<file path="src/rtl/uart_alu_interface.sv">
// rtl/uart_alu_interface.sv - UART byte framer driving a combinational ALU and the UART transmitter
//
// Purpose:
//   Assembles received bytes into a 3-byte frame (operand A, operand B, opcode),
//   presents registered operands and opcode to an external combinational ALU,
//   then captures the ALU result and hands it to the transmitter with a
//   start/done handshake. A byte-gap timer drops a partial frame so that a lost
//   byte cannot shift framing for every frame that follows.
//
// Ports:
//   i_clk        system clock
//   i_reset      synchronous, active-high reset
//   i_rx_done    one-cycle pulse, i_rx_data valid
//   i_rx_data    received byte
//   i_alu_result combinational ALU result for o_alu_a/o_alu_b/o_alu_op
//   i_tx_done    one-cycle pulse, transmitter finished the byte
//   o_alu_a      registered operand A
//   o_alu_b      registered operand B
//   o_alu_op     registered opcode (low OP_BITS of the third byte)
//   o_tx_start   one-cycle pulse, start transmitting o_tx_data
//   o_tx_data    registered result byte
//   o_busy       high while a frame is being computed or transmitted

module uart_alu_interface #(
    parameter int DATA_BITS      = 8,
    parameter int OP_BITS        = 6,
    parameter int TIMEOUT_CYCLES = 500000
) (
    input  logic                 i_clk,
    input  logic                 i_reset,
    input  logic                 i_rx_done,
    input  logic [DATA_BITS-1:0] i_rx_data,
    input  logic [DATA_BITS-1:0] i_alu_result,
    input  logic                 i_tx_done,
    output logic [DATA_BITS-1:0] o_alu_a,
    output logic [DATA_BITS-1:0] o_alu_b,
    output logic [OP_BITS-1:0]   o_alu_op,
    output logic                 o_tx_start,
    output logic [DATA_BITS-1:0] o_tx_data,
    output logic                 o_busy
);

    localparam int TW = (TIMEOUT_CYCLES > 1) ? $clog2(TIMEOUT_CYCLES) : 1;
    localparam logic [TW-1:0] TIMER_LAST = TW'(TIMEOUT_CYCLES - 1);
    localparam logic [TW-1:0] TIMER_ONE  = {{(TW-1){1'b0}}, 1'b1};

    typedef enum logic [2:0] {
        WAIT_A  = 3'd0,
        WAIT_B  = 3'd1,
        WAIT_OP = 3'd2,
        CALC    = 3'd3,
        SEND    = 3'd4,
        WAIT_TX = 3'd5
    } state_t;

    state_t               state_q;
    logic [TW-1:0]        timer_q;
    logic [TW-1:0]        timer_d;
    logic [DATA_BITS-1:0] alu_a_q;
    logic [DATA_BITS-1:0] alu_b_q;
    logic [OP_BITS-1:0]   alu_op_q;
    logic [DATA_BITS-1:0] tx_data_q;
    logic                 tx_start_q;
    logic                 busy_q;

    // Timer only ever counts up to TIMER_LAST, where it is forced back to 0,
    // so the increment can never wrap.
    assign timer_d = timer_q + TIMER_ONE;

    always_ff @(posedge i_clk) begin
        if (i_reset) begin
            state_q    <= WAIT_A;
            timer_q    <= '0;
            alu_a_q    <= '0;
            alu_b_q    <= '0;
            alu_op_q   <= '0;
            tx_data_q  <= '0;
            tx_start_q <= 1'b0;
            busy_q     <= 1'b0;
        end else begin
            tx_start_q <= 1'b0;
            case (state_q)
                WAIT_A: begin
                    timer_q <= '0;
                    if (i_rx_done) begin
                        alu_a_q <= i_rx_data;
                        state_q <= WAIT_B;
                    end
                end
                WAIT_B: begin
                    // A byte in the expiry cycle wins over the timeout.
                    if (i_rx_done) begin
                        alu_b_q <= i_rx_data;
                        timer_q <= '0;
                        state_q <= WAIT_OP;
                    end else if (timer_q == TIMER_LAST) begin
                        timer_q <= '0;
                        state_q <= WAIT_A;
                    end else begin
                        timer_q <= timer_d;
                    end
                end
                WAIT_OP: begin
                    if (i_rx_done) begin
                        alu_op_q <= i_rx_data[OP_BITS-1:0];
                        timer_q  <= '0;
                        busy_q   <= 1'b1;
                        state_q  <= CALC;
                    end else if (timer_q == TIMER_LAST) begin
                        timer_q <= '0;
                        state_q <= WAIT_A;
                    end else begin
                        timer_q <= timer_d;
                    end
                end
                CALC: begin
                    // Gives the external ALU a full cycle on the new opcode.
                    timer_q <= '0;
                    state_q <= SEND;
                end
                SEND: begin
                    timer_q    <= '0;
                    tx_data_q  <= i_alu_result;
                    tx_start_q <= 1'b1;
                    state_q    <= WAIT_TX;
                end
                WAIT_TX: begin
                    timer_q <= '0;
                    if (i_tx_done) begin
                        busy_q  <= 1'b0;
                        state_q <= WAIT_A;
                    end
                end
                default: begin
                    timer_q <= '0;
                    busy_q  <= 1'b0;
                    state_q <= WAIT_A;
                end
            endcase
        end
    end

    assign o_alu_a    = alu_a_q;
    assign o_alu_b    = alu_b_q;
    assign o_alu_op   = alu_op_q;
    assign o_tx_start = tx_start_q;
    assign o_tx_data  = tx_data_q;
    assign o_busy     = busy_q;

endmodule

</file>
<file path="config.mk">
export PLATFORM = sky130hd
export DESIGN_NAME = uart_alu_interface
export DESIGN_NICKNAME = d
export VERILOG_FILES = /design/src/rtl/uart_alu_interface.sv
export SDC_FILE = /design/constraint.sdc
export NUM_CORES = 1
export LEC_CHECK = 0
export BUFFER_PORTS_ARGS = -buffer_cell sky130_fd_sc_hd__buf_2
export CAP_MARGIN = 15
export CORE_MARGIN = 4
export CORE_UTILIZATION = 50
export CTS_CLUSTER_SIZE = 12
export DETAILED_ROUTE_END_ITERATION = 8
export PLACE_DENSITY_LB_ADDON = 0.2
export SYNTH_ARGS = -nofsm -noshare
export SYNTH_HDL_FRONTEND = slang
export SYNTH_SLANG_ARGS = --single-unit
</file>
<file path="constraint.sdc">
create_clock -name i_clk -period 2 [get_ports i_clk]
set_clock_uncertainty 0.1 [all_clocks]
set_input_delay 0.2 -clock i_clk [delete_from_list [all_inputs] [get_ports i_clk]]
set_output_delay 0.2 -clock i_clk [all_outputs]
set_load 0.1 [all_outputs]
</file>
==> flow_metrics.py <==
metrics = {
    "clock_network": {
        "cts_tree": "done",
        "cts-root-buf": "clkbuf_8",
        "cts_buffer_depth": 2,
        "cts_sinks": 54,
        "postCtsHoldBufs": 0,
        "htree_levels": 2,
        "cts_setup_buffers": 0,
        "insertion_delay_ns": 0.30,
        "cts_buffers": 5,
        "clk_pin_slew_worst_paths_ns": 0.09,
        "cts_resized": 0,
    },
    "worst_setup_path": {
        "r2r-end": "timer_q[17]",
        "critPathMaxStageDelay_ns": 0.54,
        "crit_arrival_ns": 2.05,
        "critPathLaunchType": "register",
        "path_buf_inv": 0,
        "end_kind": "register",
        "cpLargestDelayFamily": "simple AND/OR/NAND/NOR gates",
        "cp.required_ns": 2.14,
        "crit_chain": "nand4_2 > or4_4 > or4_4 > a21oi_2",
        "path_class": "reg2reg",
        "cp_slowest_cell": "or4_4",
        "cpMostUsedCell": "or4_4",
        "worst-r2r-cell-count": 4,
        "crit_fanout": 7,
        "reg2reg_from": "timer_q[5]",
        "reg2reg_slack_ns": 0.09,
    },
    "drt": {
        "dr.pass1.iters": 4,
        "wirelength_um": 4390,
        "drt_iter0_markers": 142,
        "vias_per_cell": 5.18,
        "vias": 1781,
        "remaining_drc_errors": 0,
        "wl_per_cell_um": 12.8,
        "ant_nets": 0,
    },
    "synth": {
        "syn_area_um2": 2190,
        "ys_ff_latch": 54,
        "synth_compound_area_share_pct": 6.58,
        "synthMuxAreaShare_pct": 10.1,
        "yosys.area.top_type": "dfxtp_1",
        "synthXorXnorAreaFrac_pct": 5.20,
        "synthArstFlopShare_pct": 0,
        "syn_inst": 238,
        "ys_seq_area_share_pct": 49.4,
        "yosys.area_share.simple_pct": 25.6,
        "synth_area_leaders": "dfxtp_1, mux2i_1, nor2_1",
        "synth_top_area_share_pct": 49.4,
        "synth_top_family_by_area": "simple AND/OR/NAND/NOR gates",
        "yosysWarnings": 0,
        "synth-adder-area-share_pct": 0.572,
        "synth_nets": 259,
        "synth_edf_count": 0,
        "yosys.cell_types.count": 39,
        "synth.avg_cell_area_um2": 9.19,
        "synth_top_flop_cell": "dfxtp_1",
    },
    "sta": {
        "maxSlewHeadroom_pct": 44.2,
        "finalSetupViolations": 0,
        "timing.final.crit_share_pct": 95.5,
        "hold_viol_final": 0,
        "setup_tns_ns": 0,
        "fin_crit_ns": 1.91,
        "drv_slew": 0,
        "final.setup.worst_slack_ns": 0.0895,
        "worstMarginPinSlew_ns": 0.830,
        "fmax_mhz": 523,
        "rsz0062_at_grt": "no",
    },
    "die": {
        "die_width_um": 74.2,
        "row_count": 23,
        "core_um2": 4120,
        "die_area_um2": 5500,
        "io_pins": 52,
        "initial_core_util_pct": 53.2,
        "dieHeight_um": 74.2,
    },
    "placement": {
        "port_buffers": 51,
        "place_hpwl_um": 3150,
        "place_area_um2": 2530,
        "gp_congestion": 0.858,
        "pre_cts_ws_ns": 0.122,
    },
    "cells_and_area": {
        "nNetsFinal": 315,
        "drive_above_1_share_pct": 26.5,
        "regArea_um2": 1080,
        "final_area_um2": 2650,
        "n_fill_cell": 380,
        "synthToLayoutAreaGrowth_pct": 21.0,
        "n_antenna_cell": 0,
        "post-route-util_pct": 64.3,
        "multi_input_area_um2": 1060,
    },
    "hold_path": {
        "hold_path_end": "o_tx_data[3]",
        "holdPathStages": 3,
        "hp-class": "in2reg",
        "hold_start": "i_alu_result[3]",
    },
    "power_and_ir_drop": {
        "p_per_area_nw_per_um2": 830,
        "power_w": 0.00220,
        "leakage_nw": 1.04,
        "vdd_drop_max_mv": 0.446,
    },
    "run": {
        "timing.max_cap.violations": 0,
    },
    "global_routing": {
        "antenna_found_initial": 0,
        "gr-total-overflow": 0,
        "grt_pass1_wl_um": 7330,
        "grt_pass1_vias": 1598,
        "grt_max_degree": 28,
        "grtUsageTotal_pct": 17.0,
    },
    "outcome": {
        "status": "complete, no violations",
    },
}
## Yosys cell counts, drive strengths merged (2+ instances only)
master	n
nor3	6
o31ai	3
inv	4
or3	2
nor4b	2
mux2i	22
nand3b	4
o21ai	5
nand2b	2
nand3	7
nor2b	2
xor2	6
dfxtp	54
a21oi	15
xnor2	7
nand2	26
and4	4
nand4	4
or4	4
buf	2
clkbuf	8
nor2	41
## stage by stage
stage,hold slack [ns],cells
2_1_floorplan,0.236,238
3_5_place_dp,0.343,337
3_3_place_gp,0.331,337
4_1_cts,0.0218,344
5_1_grt,0.0359,344
6_report,0.0314,344
## flip-flops by register name, summed over array words and instances (netlist names)
signal	flops
o_tx_start	1
o_alu_op	6
o_alu_b	8
state_q	3
o_tx_data	8
o_alu_a	8
timer_q	19
o_busy	1
## metal layers
| layer | global-route usage, % | vias up | share of wire [%] |
|---|---|---|---|
| met2 | 25.3 | 42 | 44 |
| met1 | 23.6 | 806 | 48 |
| li1 | - | 929 | - |
| met4 | 4.83 | 0 | 0.82 |
| met5 | 0 | - | 0 |
| met3 | 5.54 | 4 | 6.6 |
## placed cells by master (no fill, tap or decap), types with 6 or more instances in the layout
master and instances:
a21oi_1 14, buf_2 51, buf_4 8, clkbuf_8 6
dfxtp_1 54, mux2i_1 22, nand2_1 26, nor2_1 40
xnor2_1 7, xor2_1 6
## report_power, final
part	leakage, nW	switching [W]	internal (W)	total, W
clock	0.0573	0.000331	0.000401	0.000732
sequential	0.437	0.0000248	0.00110	0.00113
combinational	0.547	0.000263	0.0000731	0.000336
total	1.04	0.000619	0.00158	0.00220
## final cells by class
class	count	share of cell area, %
inverter	4	0.567
tap	50	2.36
multi-input combinational	170	40.1
timing repair buffer	59	11.9
clock buffer	6	3.12
clock inverter	1	1.13
sequential	54	40.8
## cell families after synthesis
logic type | after synthesis
mux | 22
flops | 54
buf+inv | 14
xor+xnor | 13
fa+ha+maj | 1
compound gates | 25
simple gates | 109
## tightest hold or removal path, cell delays in order
cell and delay [ns]:
buf_2 0.07, mux2i_1 0.05, nor2_1 0.07
## how the worst max path moves through the flow
stage          startpoint           to  slack (ns)  cells after the start
5_1_grt        timer_q[5]  timer_q[17]        0.01                      4
3_3_place_gp   timer_q[5]  timer_q[17]        0.14                      4
2_1_floorplan  timer_q[0]  timer_q[10]        0.15                      7
6_report       timer_q[5]  timer_q[17]        0.09                      4
4_1_cts        timer_q[5]  timer_q[17]        0.10                      4
3_5_place_dp   timer_q[5]  timer_q[17]        0.12                      4
Power figures use the tool's default switching activity.
